$ cat src/rtl/control_pipeline.sv
// control_pipeline: carries the decode control bundle through EX/MEM/WB and
// unpacks each field in the stage that consumes it. Owns bubble insertion on
// stall/flush, whole-pipe freeze on mem_wait_i, and load-use hazard detection.
// Optional feature macro: CTRL_PIPE_RESERVED_CHECK_EN (reserved-bit trap).
module control_pipeline #(
    parameter int REG_ADDR_W = 4
) (
    input  logic                  clk,
    input  logic                  rst_n,
    input  logic [19:0]           id_ctrl_i,
    input  logic                  id_valid_i,
    input  logic [REG_ADDR_W-1:0] id_rd_i,
    input  logic [REG_ADDR_W-1:0] id_rs1_i,
    input  logic [REG_ADDR_W-1:0] id_rs2_i,
    input  logic                  stall_i,
    input  logic                  flush_i,
    input  logic                  mem_wait_i,
    output logic [3:0]            ex_alu_op_o,
    output logic [3:0]            ex_alu_vec_op_o,
    output logic                  mem_load_o,
    output logic                  mem_we_a_o,
    output logic                  mem_we_b_o,
    output logic                  wb_wre_o,
    output logic                  wb_vwre_o,
    output logic [1:0]            wb_sel_o,
    output logic [1:0]            wb_vsel_o,
    output logic [REG_ADDR_W-1:0] wb_rd_o,
    output logic                  load_use_hazard_o,
    output logic                  illegal_o
);

    // Bit positions inside the 17-bit stored bundle
    localparam int B_LOAD  = 16;
    localparam int B_WRE   = 15;
    localparam int B_VWRE  = 14;
    localparam int B_WE_A  = 13;
    localparam int B_WE_B  = 12;

    typedef struct packed {
        logic                  valid;
        logic [16:0]           ctrl;
        logic [REG_ADDR_W-1:0] rd;
    } stage_t;

    stage_t ex_q, mem_q, wb_q;
    stage_t ex_d, mem_d, wb_d;
    stage_t id_entry;
    logic   ill_set;

    assign id_entry = '{valid: id_valid_i, ctrl: id_ctrl_i[16:0], rd: id_rd_i};

`ifdef CTRL_PIPE_RESERVED_CHECK_EN
    logic illegal_q;
    assign illegal_o = illegal_q;
`else
    // Reserved bits carry no meaning when the trap is compiled out
    logic unused_rsvd;
    assign unused_rsvd = ^id_ctrl_i[19:17];
    assign illegal_o   = 1'b0;
`endif

    // Next-state selection: mem_wait freezes, flush beats stall, else advance
    always_comb begin
        ex_d    = ex_q;
        mem_d   = mem_q;
        wb_d    = wb_q;
        ill_set = 1'b0;
        if (mem_wait_i) begin
            ex_d  = ex_q;
            mem_d = mem_q;
            wb_d  = wb_q;
        end else if (flush_i) begin
            ex_d  = '0;
            mem_d = '0;
            wb_d  = mem_q;
        end else if (stall_i) begin
            ex_d  = '0;
            mem_d = ex_q;
            wb_d  = mem_q;
        end else begin
            ex_d  = id_entry;
            mem_d = ex_q;
            wb_d  = mem_q;
`ifdef CTRL_PIPE_RESERVED_CHECK_EN
            // Reserved encodings are trapped only when EX would actually take them
            if (id_valid_i && (id_ctrl_i[19:17] != 3'b000)) begin
                ex_d    = '0;
                ill_set = 1'b1;
            end
`endif
        end
    end

    // Stage registers with synchronous active-low reset to bubbles
    always_ff @(posedge clk) begin
        if (!rst_n) begin
            ex_q  <= '0;
            mem_q <= '0;
            wb_q  <= '0;
        end else begin
            ex_q  <= ex_d;
            mem_q <= mem_d;
            wb_q  <= wb_d;
        end
    end

`ifdef CTRL_PIPE_RESERVED_CHECK_EN
    // Sticky reserved-bit error, cleared only by reset
    always_ff @(posedge clk) begin
        if (!rst_n)       illegal_q <= 1'b0;
        else if (ill_set) illegal_q <= 1'b1;
    end
`else
    logic unused_ill;
    assign unused_ill = ill_set;
`endif

    // EX consumes ALU ops raw; bubbles carry zero ctrl so they read 0
    assign ex_alu_op_o     = ex_q.ctrl[7:4];
    assign ex_alu_vec_op_o = ex_q.ctrl[3:0];

    // MEM enables qualified by stage valid
    assign mem_load_o = mem_q.valid & mem_q.ctrl[B_LOAD];
    assign mem_we_a_o = mem_q.valid & mem_q.ctrl[B_WE_A];
    assign mem_we_b_o = mem_q.valid & mem_q.ctrl[B_WE_B];

    // WB enables qualified; selects and rd raw
    assign wb_wre_o  = wb_q.valid & wb_q.ctrl[B_WRE];
    assign wb_vwre_o = wb_q.valid & wb_q.ctrl[B_VWRE];
    assign wb_sel_o  = wb_q.ctrl[11:10];
    assign wb_vsel_o = wb_q.ctrl[9:8];
    assign wb_rd_o   = wb_q.rd;

    // Fields WB carries along but nobody downstream reads
    logic unused_wb;
    assign unused_wb = ^{wb_q.ctrl[16], wb_q.ctrl[13:12], wb_q.ctrl[7:0]};

    // Load in EX writing a register that decode is about to read
    assign load_use_hazard_o = ex_q.valid & ex_q.ctrl[B_LOAD]
                             & (ex_q.ctrl[B_WRE] | ex_q.ctrl[B_VWRE])
                             & id_valid_i
                             & ((ex_q.rd == id_rs1_i) | (ex_q.rd == id_rs2_i));

endmodule

$ cat config.mk
export PLATFORM = sky130hd
export DESIGN_NAME = control_pipeline
export DESIGN_NICKNAME = d
export VERILOG_FILES = /design/src/rtl/control_pipeline.sv
export SDC_FILE = /design/constraint.sdc
export NUM_CORES = 1
export LEC_CHECK = 0
export BUFFER_PORTS_ARGS = -buffer_cell sky130_fd_sc_hd__buf_2
export CAP_MARGIN = 40
export CORE_MARGIN = 2
export CORE_UTILIZATION = 45
export CTS_BUF_LIST = sky130_fd_sc_hd__clkbuf_8 sky130_fd_sc_hd__clkbuf_16
export CTS_CLUSTER_DIAMETER = 60
export CTS_CLUSTER_SIZE = 14
export DETAILED_ROUTE_END_ITERATION = 10
export PLACE_DENSITY = 0.82
export SYNTH_ARGS = -nofsm -noshare
export SYNTH_HDL_FRONTEND = slang
export SYNTH_SLANG_ARGS = --single-unit
$ cat constraint.sdc
create_clock -name clk -period 1.2 [get_ports clk]
set_clock_uncertainty 0.2 [all_clocks]
set_input_delay 0.12 -clock clk [delete_from_list [all_inputs] [get_ports clk]]
set_output_delay 0.12 -clock clk [all_outputs]
set_load 0.05 [all_outputs]
==> run metrics, run 1 <==
Async S/R FF share, synth 0; area of the multi-input gates 946 um^2; Power per Cell Area 1090 nW/um^2; leakage 1.11 nW; Setup TNS -0.754 ns; root buf cell clkbuf_8; Fillers 349; initial core utilization 0.467; Final period util 1.37; vias per cell 4.95; post-synthesis sequential area ratio 0.459; Highest Clock Rate 0.608 GHz; syn_area_per_cell 9.95 um^2; post-DP HPWL 2.56 mm; Final Hold Viols 0; Worst Hold Class in2reg; Tmin final 1.65 ns; die height 71.5 um; # clock sinks 47; slew of the pin with the lowest slew margin 0.615 ns; Final Max Tran Viols 0; worst r2r path cells 4; Setup violations, final 6; global-route wire length before repair 6.81 mm; Synth Flop Type dfxtp_1; I/O pin count 61; FF+latch count, synth 47; initial antenna violation count 0; largest net degree at the start of global routing 48; CTS buffer count 5; Syn Std Cell Area 2050 um^2; Worst-path clk slew 0.09 ns; Unique masters post-synth 16; Final Power 3.11 mW; top cell type's share of synthesized area 0.459; register area 961 um^2; NumNets Final 310; CP arrival 1.33 ns; Antenna Cells 0; Post-synth EDFFs 0; Worst-Skew Late Latency 0.30 ns; global route overflow 0; Total Wirelength 4.36 mm; Final Wtd Congestion 0.737; drt wl/cell 13.4 um; DR vias 1608; number of global-route vias before repair 1512; Synth-to-Final Area Change 38.6%; status finished with violations; DRT iter0 DRCs 90; Synth area leader dfxtp_1; H-tree Lvls 2; critical path type reg2out; Rows 24; Worst Path Max Fanout 3; DRC viols 0; CP Data Required Time 0.88 ns; Peak VDD IR 0.807 mV; Die Wd 71.5 um; Inst Count DP 295; failing checks negative setup slack; GRT Util Overall 0.170; Post-DRT Antenna Nets 0; die area 5110 um^2; Synth area leaders dfxtp_1 (46%), nor2b_1 (14%), a22oi_1 (8.1%); Post-CTS Setup Inserts 0; Synth Instances 206; Finished Core Util 0.648; max-cap violations 0; Setup crit start kind flop; Max clock buf depth 2; RSZ-0062 raised after global routing true; Rel. slew slack 0.590; core area 4380 um^2; Layout Cells excl Fill 325; final worst slack -0.445 ns; synth warn 0; Synthesized Nets 244; IO buf count 56; synth cell count leaders dfxtp_1 (47), nor2b_1 (47), a22oi_1 (22), buf_4 (18), a21oi_1 (15); share of layout cells above drive strength 1 0.359; CTS tree built; hold path cells 4; drt first pass iters 4; Critical Path Sink Type primary output
## layout make-up
class                           count  area share
Sequential cell                    47       0.338
Multi-Input combinational cell    127       0.333
Timing Repair Buffer               91       0.266
Clock buffer                        5      0.0242
Tap cell                           52      0.0229
Clock inverter                      3      0.0154
## path summary, 6_finish.rpt
| path | to | slack (ns) | from |
|---|---|---|---|
| worst max-delay path | load_use_hazard_o | -0.45 | ex_q[2]$_SDFFE_PN0N_ |
| worst min-delay path | mem_q[3]$_SDFFE_PN0N_ | 0.16 | mem_wait_i |
| worst max register to register | mem_q[2]$_SDFFE_PN0N_ | 0.09 | ex_q[2]$_SDFFE_PN0N_ |
| worst min register to register | mem_q[0]$_SDFFE_PN0N_ | 0.32 | mem_q[0]$_SDFFE_PN0N_ |
## layer usage
| metal | vias up | global-route usage | share of wire |
|---|---|---|---|
| li1 | 813 | - | - |
| met3 | 6 | 0.0408 | 0.041 |
| met4 | 0 | 0.0629 | 0.012 |
| met1 | 748 | 0.201 | 0.42 |
| met5 | - | 0 | 0 |
| met2 | 41 | 0.297 | 0.52 |
## metrics by stage
stage,setup WS [ns],area [um^2],hold slack (ns)
floorplan,-0.0937,2070,0.0863
detailed placement,-0.227,2320,0.181
CTS,-0.442,2760,0.145
global placement,-0.151,2320,0.170
finish,-0.445,2840,0.159
global route,-0.489,2840,0.170
## report_power, final
group          total, mW  internal [mW]  switching (mW)
sequential          1.59           1.58          0.0157
combinational      0.364          0.197           0.167
clock               1.15          0.620           0.531
## kinds of logic after synthesis
logic type	Yosys count	share of synthesized area
xor+xnor	8	0.0342
compound gates	38	0.121
simple gates	69	0.224
buf+inv	32	0.106
other cells	1	0.00183
mux	11	0.0537
flops	47	0.459
## cell usage in the layout (no fill, tap or decap)
cell and n:
a21oi_1 14, a21oi_4 1, a22oi_1 22, and2_4 5
buf_12 2, buf_2 34, buf_4 17, buf_6 11
buf_8 5, bufinv_16 1, clkbuf_8 5, clkinv_2 1
clkinv_4 1, conb_1 1, dfxtp_1 37, dfxtp_2 7
dfxtp_4 3, dlygate4sd3_1 22, mux2i_1 11, nand4_1 2
nor2b_1 47, nor3_4 1, nor3b_1 14, o2111ai_1 1
xnor2_1 4, xnor2_2 4
## critical path, stage by stage (launching register included)
cell	delay [ns]
dfxtp_4	0.37
xnor2_2	0.14
nand4_1	0.16
a21oi_4	0.18
buf_6	0.17
## sequential cells by signal, summed over array words and instances, names as in the netlist
register,count
ex_alu_vec_op_o,4
wb_rd_o,4
ex_alu_op_o,4
wb_sel_o,2
mem_q,14
wb_vsel_o,2
ex_q,14
wb_q,3
## timing repair
item,4_1_cts,5_1_grt
endpoints found under the setup margin,22,16
resized for setup,42,19
hold buffers,22,0
pin swaps,8,3
hold endpoints to repair,22,0
Note: power is estimated with default switching activity, not from simulation.
==> inputs of run 2 (changes only) <==
BUFFER_PORTS_ARGS = -buffer_cell sky130_fd_sc_hd__buf_4   (was -buffer_cell sky130_fd_sc_hd__buf_2)
==> run 2 against run 1 <==
  * The run still ends with negative setup slack left
  * Sequential power is essentially flat
  * Final area grew 2.9%
  * Routed wire length grew 6.9%
  * Non-clock buffer count is the same
  * Critical endpoint unchanged
  * Core utilization grew 1.9 points
  * Critical path depth is the same
==> run metrics, run 2 (synthesis gave the netlist of run 1 again) <==
initial core utilization 0.467; Setup Slack @ Placement -0.167 ns; WP buf/inv 1; max-cap violations 0; Rows 24; crit-path cells xnor2_2, nand4_1, a21oi_4, buf_6; DR vias 1636; RSZ-0062 raised after global routing true; Fillers 331; Largest regs ex_q (14), mem_q (14); Tmin final 1.63 ns; post-DP HPWL 2.83 mm; Total Wirelength 4.67 mm; DRT iter0 DRCs 71; Worst Hold Class in2reg; CP arrival 1.31 ns; CTS tree built; CTS buffer count 5; Peak VDD IR 0.708 mV; global route overflow 0; initial antenna violation count 0; Worst-path clk slew 0.08 ns; share of layout cells above drive strength 1 0.368; most frequent cells in the layout buf_4 (48), nor2b_1 (47), dfxtp_1 (36); global-route wire length before repair 7.47 mm; DRC viols 0; Largest stage delay, worst path 0.36 ns; root buf cell clkbuf_8; Setup violations, final 6; commonest non-fill, non-tap cell in the layout buf_4; Antenna Cells 0; core area 4380 um^2; vias per cell 5.05; Die Wd 71.5 um; GRT Util Overall 0.193; leakage 1.14 nW; die area 5110 um^2; Power per Cell Area 1020 nW/um^2; Crit path max-delay family flip-flops; Final period util 1.36; # clock sinks 47; drt wl/cell 14.4 um; Synth-to-Final Area Change 42.7%; number of global-route vias before repair 1636; status finished with violations; I/O pin count 61; NumNets Final 310; Critical Path Sink Type primary output; final worst slack -0.434 ns; Post-DRT Antenna Nets 0; Final Hold Viols 0; Worst Path Max Fanout 3; critical path type reg2out; Highest Clock Rate 0.612 GHz; H-tree Lvls 2; placed inst area 2450 um^2; CP Data Required Time 0.88 ns; critical path's slowest cell dfxtp_4; largest net degree at the start of global routing 48; Final Wtd Congestion 0.847; Worst-Skew Late Latency 0.30 ns; Setup crit start kind flop; die height 71.5 um; final instance area 2920 um^2; Max clock buf depth 2; failing checks negative setup slack; IO buf count 56; drt first pass iters 4; Final Max Tran Viols 0
## run 2: per-stage QoR
stage	total power [mW]	utilization	hold WS [ns]	cells	TNS (ns)
after CTS	2.98	0.651	0.0478	324	-0.812
final	2.97	0.667	0.0565	324	-0.767
after floorplan	1.82	-	0.0863	206	-0.0937
after detailed placement	1.95	0.559	0.181	294	-0.167
after global routing	3.11	0.667	0.0596	324	-1.04
after global placement	1.95	0.559	0.171	294	-0.0940
## run 2: report_power, final
part,internal (mW),total [mW],switching [mW]
clock,0.464,0.982,0.519
combinational,0.226,0.400,0.173
sequential,1.58,1.59,0.0147
## run 2: worst register-to-register path: cells and delay by family (launching register included)
family | cells | cell delay, ns
compound gates | 1 | 0.11
flops | 1 | 0.37
buf+inv | 1 | 0.13
simple gates | 2 | 0.21
## run 2: metal layers
metal  global-route usage  up-vias  wire length (um)
met5                    0        -                 0
met1                0.213      768              1880
met3               0.0492        8               217
li1                     -      814                 -
met2                0.338       46              2470
met4                0.101        0               100
## run 2: what timing repair did
action	CTS	global route
cloned	0	0
setup endpoints to repair	6	21
hold buffers	22	0
pin swaps	5	1
gates resized for setup	25	20
buffers inserted	1	0
endpoints found under the hold margin	22	0
## run 2: area by class of cell
type	count	area [um^2]	share of cell area
clock buffer	6	82.6	0.0282
clock inverter	1	8.76	0.00300
sequential	47	962	0.329
tap	52	65.1	0.0223
timing repair buffer	91	853	0.292
multi-input combinational	127	952	0.326
## run 2: worst paths after layout
check	startpoint	end	slack [ns]	cells past startpoint
min reg2reg	mem_q[14]$_SDFFE_PN0N_	mem_q[14]$_SDFFE_PN0N_	0.32	2
max	ex_q[1]$_SDFFE_PN0N_	load_use_hazard_o	-0.43	4
max reg2reg	ex_q[3]$_SDFFE_PN0N_	mem_q[3]$_SDFFE_PN0N_	0.08	4
min	rst_n	mem_q[21]$_SDFFE_PN0N_	0.06	2
